### src/rtl/fd_pkg.sv
// Shared constants for the IF/ID front end: opcodes, control-bit indices, control words.
// Latency: none (declarations only).
// Backpressure: not applicable.
package fd_pkg;

    // 11-bit opcodes taken from instruction bits [31:21]
    localparam logic [10:0] OP_ADD  = 11'b10001011000;
    localparam logic [10:0] OP_SUB  = 11'b11001011000;
    localparam logic [10:0] OP_AND  = 11'b10001010000;
    localparam logic [10:0] OP_ORR  = 11'b10101010000;
    localparam logic [10:0] OP_LDUR = 11'b11111000010;
    localparam logic [10:0] OP_STUR = 11'b11111000000;
    // CBZ only fixes the upper 8 opcode bits; the low 3 belong to the immediate
    localparam logic [7:0]  OP_CBZ_PREFIX = 8'b10110100;

    // Bit positions inside the 9-bit control word
    localparam int CTRL_REG2LOC  = 8;
    localparam int CTRL_ALUSRC   = 7;
    localparam int CTRL_MEMTOREG = 6;
    localparam int CTRL_REGWRITE = 5;
    localparam int CTRL_MEMREAD  = 4;
    localparam int CTRL_MEMWRITE = 3;
    localparam int CTRL_BRANCH   = 2;
    localparam int CTRL_ALUOP_HI = 1;
    localparam int CTRL_ALUOP_LO = 0;

    // Control words per instruction class
    localparam logic [8:0] CTRL_RFMT = 9'b000100010;
    localparam logic [8:0] CTRL_LDUR = 9'b011110000;
    localparam logic [8:0] CTRL_STUR = 9'b110001000;
    localparam logic [8:0] CTRL_CBZ  = 9'b100000101;
    localparam logic [8:0] CTRL_NONE = 9'b000000000;

endpackage

### src/rtl/main_decoder.sv
// Main control decode: opcode[10:0] -> 9-bit control word plus illegal flag.
// Latency: purely combinational.
// Backpressure: none.
// Ports: opcode (in, 11), ctrl (out, 9), illegal (out, 1).
module main_decoder
    import fd_pkg::*;
(
    input  logic [10:0] opcode,
    output logic [8:0]  ctrl,
    output logic        illegal
);

    always_comb begin
        ctrl    = CTRL_NONE;
        illegal = 1'b0;
        if (opcode[10:3] == OP_CBZ_PREFIX) begin
            ctrl = CTRL_CBZ;
        end else begin
            case (opcode)
                OP_ADD, OP_SUB, OP_AND, OP_ORR: ctrl = CTRL_RFMT;
                OP_LDUR:                        ctrl = CTRL_LDUR;
                OP_STUR:                        ctrl = CTRL_STUR;
                default:                        illegal = 1'b1;
            endcase
        end
    end

endmodule

### src/rtl/fetch_decode_stage.sv
// IF/ID front end: PC register, fetch address drive, main decode, registered IF/ID slot.
// Latency: one cycle from imem_rdata to id_* outputs; imem_addr is combinational from PC.
// Backpressure: stall holds PC, IF/ID and counter; branch_taken redirects even under stall.
// Ports: clock, reset_n (sync, active-low); stall, flush, branch_taken, branch_target;
//        imem_addr/imem_rdata to instruction memory; id_valid, id_pc, id_pc_next,
//        id_instr, id_ctrl, id_illegal to the next stage; fetch_count of captured instructions.
module fetch_decode_stage
    import fd_pkg::*;
#(
    parameter int              ADDR_W   = 64,
    parameter int              INSTR_W  = 32,
    parameter logic [ADDR_W-1:0] RESET_PC = '0,
    parameter int              PC_STEP  = 4,
    parameter int              CNT_W    = 32
) (
    input  logic               clock,
    input  logic               reset_n,
    input  logic               stall,
    input  logic               flush,
    input  logic               branch_taken,
    input  logic [ADDR_W-1:0]  branch_target,
    output logic [ADDR_W-1:0]  imem_addr,
    input  logic [INSTR_W-1:0] imem_rdata,
    output logic               id_valid,
    output logic [ADDR_W-1:0]  id_pc,
    output logic [ADDR_W-1:0]  id_pc_next,
    output logic [INSTR_W-1:0] id_instr,
    output logic [8:0]         id_ctrl,
    output logic               id_illegal,
    output logic [CNT_W-1:0]   fetch_count
);

    logic [ADDR_W-1:0] pc;
    logic [ADDR_W-1:0] pc_plus;
    logic [8:0]        dec_ctrl;
    logic              dec_illegal;

    // Modulo-2^ADDR_W add; wrap past all-ones is intentional and silent
    assign pc_plus   = pc + ADDR_W'(PC_STEP);
    assign imem_addr = pc;

    main_decoder u_main_decoder (
        .opcode  (imem_rdata[31:21]),
        .ctrl    (dec_ctrl),
        .illegal (dec_illegal)
    );

    always_ff @(posedge clock) begin
        if (!reset_n) begin
            pc          <= RESET_PC;
            id_valid    <= 1'b0;
            id_pc       <= '0;
            id_pc_next  <= '0;
            id_instr    <= '0;
            id_ctrl     <= '0;
            id_illegal  <= 1'b0;
            fetch_count <= '0;
        end else if (branch_taken) begin
            // Redirect wins over stall: the wrong-path slot must not survive
            pc          <= branch_target;
            id_valid    <= 1'b0;
            id_pc       <= '0;
            id_pc_next  <= '0;
            id_instr    <= '0;
            id_ctrl     <= '0;
            id_illegal  <= 1'b0;
        end else if (flush) begin
            // Bubble into IF/ID; PC still advances unless the front end is stalled
            if (!stall) begin
                pc <= pc_plus;
            end
            id_valid    <= 1'b0;
            id_pc       <= '0;
            id_pc_next  <= '0;
            id_instr    <= '0;
            id_ctrl     <= '0;
            id_illegal  <= 1'b0;
        end else if (!stall) begin
            pc          <= pc_plus;
            id_valid    <= 1'b1;
            id_pc       <= pc;
            id_pc_next  <= pc_plus;
            id_instr    <= imem_rdata;
            id_ctrl     <= dec_ctrl;
            id_illegal  <= dec_illegal;
            fetch_count <= fetch_count + 1'b1;
        end
    end

endmodule

### config.mk
export PLATFORM = sky130hd
export DESIGN_NAME = fetch_decode_stage
export DESIGN_NICKNAME = d
export VERILOG_FILES = /design/src/rtl/fd_pkg.sv /design/src/rtl/main_decoder.sv /design/src/rtl/fetch_decode_stage.sv
export SDC_FILE = /design/constraint.sdc
export NUM_CORES = 1
export LEC_CHECK = 0
export ABC_AREA = 1
export BUFFER_PORTS_ARGS = -buffer_cell sky130_fd_sc_hd__clkbuf_2
export CORE_AREA = 2 2 168 170
export CTS_BUF_LIST = sky130_fd_sc_hd__clkbuf_16
export DETAILED_ROUTE_END_ITERATION = 10
export DIE_AREA = 0 0 170 172
export HOLD_SLACK_MARGIN = 0.12
export PLACE_DENSITY = 0.81
export REMOVE_ABC_BUFFERS = 1
export SKIP_LAST_GASP = 1
export SLEW_MARGIN = 20
export SYNTH_ARGS = -nofsm -noshare
export SYNTH_HDL_FRONTEND = slang
export SYNTH_SLANG_ARGS = --single-unit
### constraint.sdc
create_clock -name clock -period 1.9 [get_ports clock]
set_clock_uncertainty 0.2 [all_clocks]
set_input_delay 0.38 -clock clock [delete_from_list [all_inputs] [get_ports clock]]
set_output_delay 0.38 -clock clock [all_outputs]
set_load 0.03 [all_outputs]
==> flow_summary.yaml <==
finish:
  mostFrequentLayoutCells: "nand2_1 (581), clkbuf_2 (331), a21oi_1 (219)"
  mostFrequentLayoutCell: "nand2_1"
  diodes: 0
  layout.cells.non_filler: 2867
  drive_above_1_share_pct: 31.3
  final_net_count: 2604
  areaGrowthSynthToFinish_pct: 46.6
critical_path:
  arrival_ns: 2.24
  critPathMaxFanout: 3
  path_class: "register to register"
  slowest_stage: "dfxtp_4"
  critical_path_required_ns: 2.18
  end_kind: "register"
  start_kind: "register"
  crit_path_frequent_cell: "nand2_1"
  slowest_delay_ns: 0.37
  path_cells: "buf_6, nand3_1, nor2_4, nand2_2, inv_1, nand2_1, xor2_1, nor2_1, nand2_1, a21oi_1"
yosys:
  netlist_area_um2: 12700
  ys_seq_area_share_pct: 41.4
  ys_async_sr_fraction_pct: 0
  postSynthCellCount: 1934
  synth_edf_count: 0
  syn_avg_cell_area_um2: 6.57
  post-synth-top-area-cell: "dfxtp_1"
  ys.flop_type: "dfxtp_1"
  ys_top_cells_by_area: "dfxtp_1 (41%), nand2_1 (18%), a21oi_1 (8.9%), nor2_1 (5.9%), inv_1 (5.9%)"
  ys_ff_latch: 263
  synth_top_area_share_pct: 41.4
  synth-warning-count: 0
  synth_cell_type_count: 42
global_route:
  grt_overflow: 0
  grt_start_max_net_pins: 108
  antenna_found_initial: 1
  grt_pass1_vias: 14500
  grt_use_total_pct: 31.6
  grt_pass1_wl_um: 74200
sta:
  timing.final.ws_setup_ns: -0.0557
  timing.final.crit_period_ns: 1.96
  slew_headroom_pct: 64.3
  hold_viol: 0
  worstMarginPinSlew_ns: 0.535
  slew_viol_final: 0
  setup_viol: 11
  rsz0062_at_grt: "true"
  post-route-period-util_pct: 103
  max_freq_mhz: 511
job:
  drv_cap: 0
place:
  dp_cells: 2708
  gp_congestion: 0.994
  portBuffers: 367
  hpwl_um: 34300
  dp_slack_ns: -0.123
route:
  wire_per_inst_um: 17.3
  drtPass1Iterations: 6
  dr_total_vias: 15400
  drc: 0
  antenna_left: 0
  drtIter0Drc: 1654
  wl_um: 49600
  vias_per_cell: 5.38
pwr:
  peakVddDrop_v: 0.000600
  power.density_nw_per_um2: 711
  p_leak_nw: 8.23
floorplanning:
  rows: 61
  initial_utilization_pct: 46.3
  dieArea_um2: 29200
  dieHeight_um: 172
  core_um2: 27500
  fp.dieW_um: 170
  ios: 368
cts:
  cts_htree_levels: 1
  clockRootBuffer: "clkbuf_16"
  insertion_delay_ns: 0.56
  cts_sinks: 263
  clk_pin_slew_ns: 0.06
  numCtsBuffers: 30
  cts_tree: "built"
  clock_path_buffers: 3
status:
  failed_checks: "setup timing"
  status: "finished with violations"
hold_path:
  hp-class: "input port to register"
==> cells in the mapped netlist (9+ instances only) <==
cell type    n
nor2_2      10
nand2_1    614
nor2_4      12
dfxtp_1    263
clkbuf_1    66
o21ai_0     63
nand4_1     39
nor2_1     201
nand2_2      9
nand3_1     84
o21ai_1      9
a31oi_1     16
inv_1      199
xor2_1      24
a21oi_1    225
buf_1       17
nor3_1      18
==> worst max-delay path, delay by kind of cell (launching register included) <==
| family | cells | cell delay, ns |
|---|---|---|
| buffers and inverters | 2 | 0.18 |
| AO/OA/AOI/OAI | 1 | 0.15 |
| AND/OR/NAND/NOR | 6 | 0.81 |
| flip-flops | 1 | 0.37 |
| XOR/XNOR | 1 | 0.16 |
==> final timing paths <==
kind	from	to	slack (ns)	cells past startpoint
min	stall	id_pc_next[15]$_SDFFE_PP0N_	0.19	5
min reg2reg	id_pc[44]$_SDFFE_PP0N_	id_pc[44]$_SDFFE_PP0N_	0.26	2
max	imem_addr[3]$_SDFFE_PN0N_	imem_addr[27]$_SDFFE_PN0N_	-0.06	10
max reg2reg	imem_addr[3]$_SDFFE_PN0N_	imem_addr[27]$_SDFFE_PN0N_	-0.06	10
==> what timing repair did <==
item / in CTS / in global routing
pin swaps: 4 / 47
hold buffers: 101 / 0
endpoints found under the hold margin: 104 / 0
endpoints found under the setup margin: 82 / 146
resized for setup: 55 / 191
setup buffers: 1 / 9
==> cell type report <==
cell class | instances | area, µm²
flip-flops and latches | 263 | 5350
fillers | 2228 | 8840
well taps | 346 | 433
repair buffers | 630 | 4350
multi-input cells | 1369 | 6770
clock inverters | 21 | 181
inverters | 207 | 782
clock buffers | 31 | 776
==> metal layers <==
metal / GRT usage [%] / wire (µm)
met5: 0 / 11
met2: 55.2 / 23900
met4: 13.6 / 2090
met1: 37.1 / 18600
met3: 7.74 / 4980
==> power breakdown <==
group          switching [mW]  internal (mW)  total [mW]  leakage (nW)
clock network            2.39           3.33        5.72         0.485
registers               0.130           5.64        5.77          2.16
logic                    1.08          0.678        1.76          5.59
total                    3.60           9.66        13.3          8.23
==> stage by stage <==
stage / area (µm²) / hold slack (ns) / total power [mW] / setup TNS (ns) / util [%]
CTS: 18100 / 0.177 / 13.2 / 0 / 65.7
global placement: 16000 / 0.245 / 7.32 / -0.653 / 58.1
floorplan: 12300 / 0.300 / 6.60 / -400.71 / -
finish: 18600 / 0.192 / 13.3 / -0.272 / 67.8
detailed placement: 16000 / 0.255 / 7.35 / -2.27 / 58.1
global route: 18600 / 0.205 / 13.6 / -3.35 / 67.8
==> state kept, by name (all words and copies together), names as in the netlist <==
name and cells:
fetch_count 32, id_ctrl 7, id_instr 32, id_pc 64, id_illegal 1, imem_addr 64
id_valid 1, id_pc_next 62
==> cell families after synthesis <==
kind of cell    count (synthesis)  synth area share (%)
xor+xnor                       29                  2.00
fa+ha+maj                       2                 0.197
flops                         263                  41.4
simple gates                 1009                  33.6
compound gates                329                  13.5
buf+inv                       302                  9.22
No activity file was read; power rests on OpenSTA's default activity.
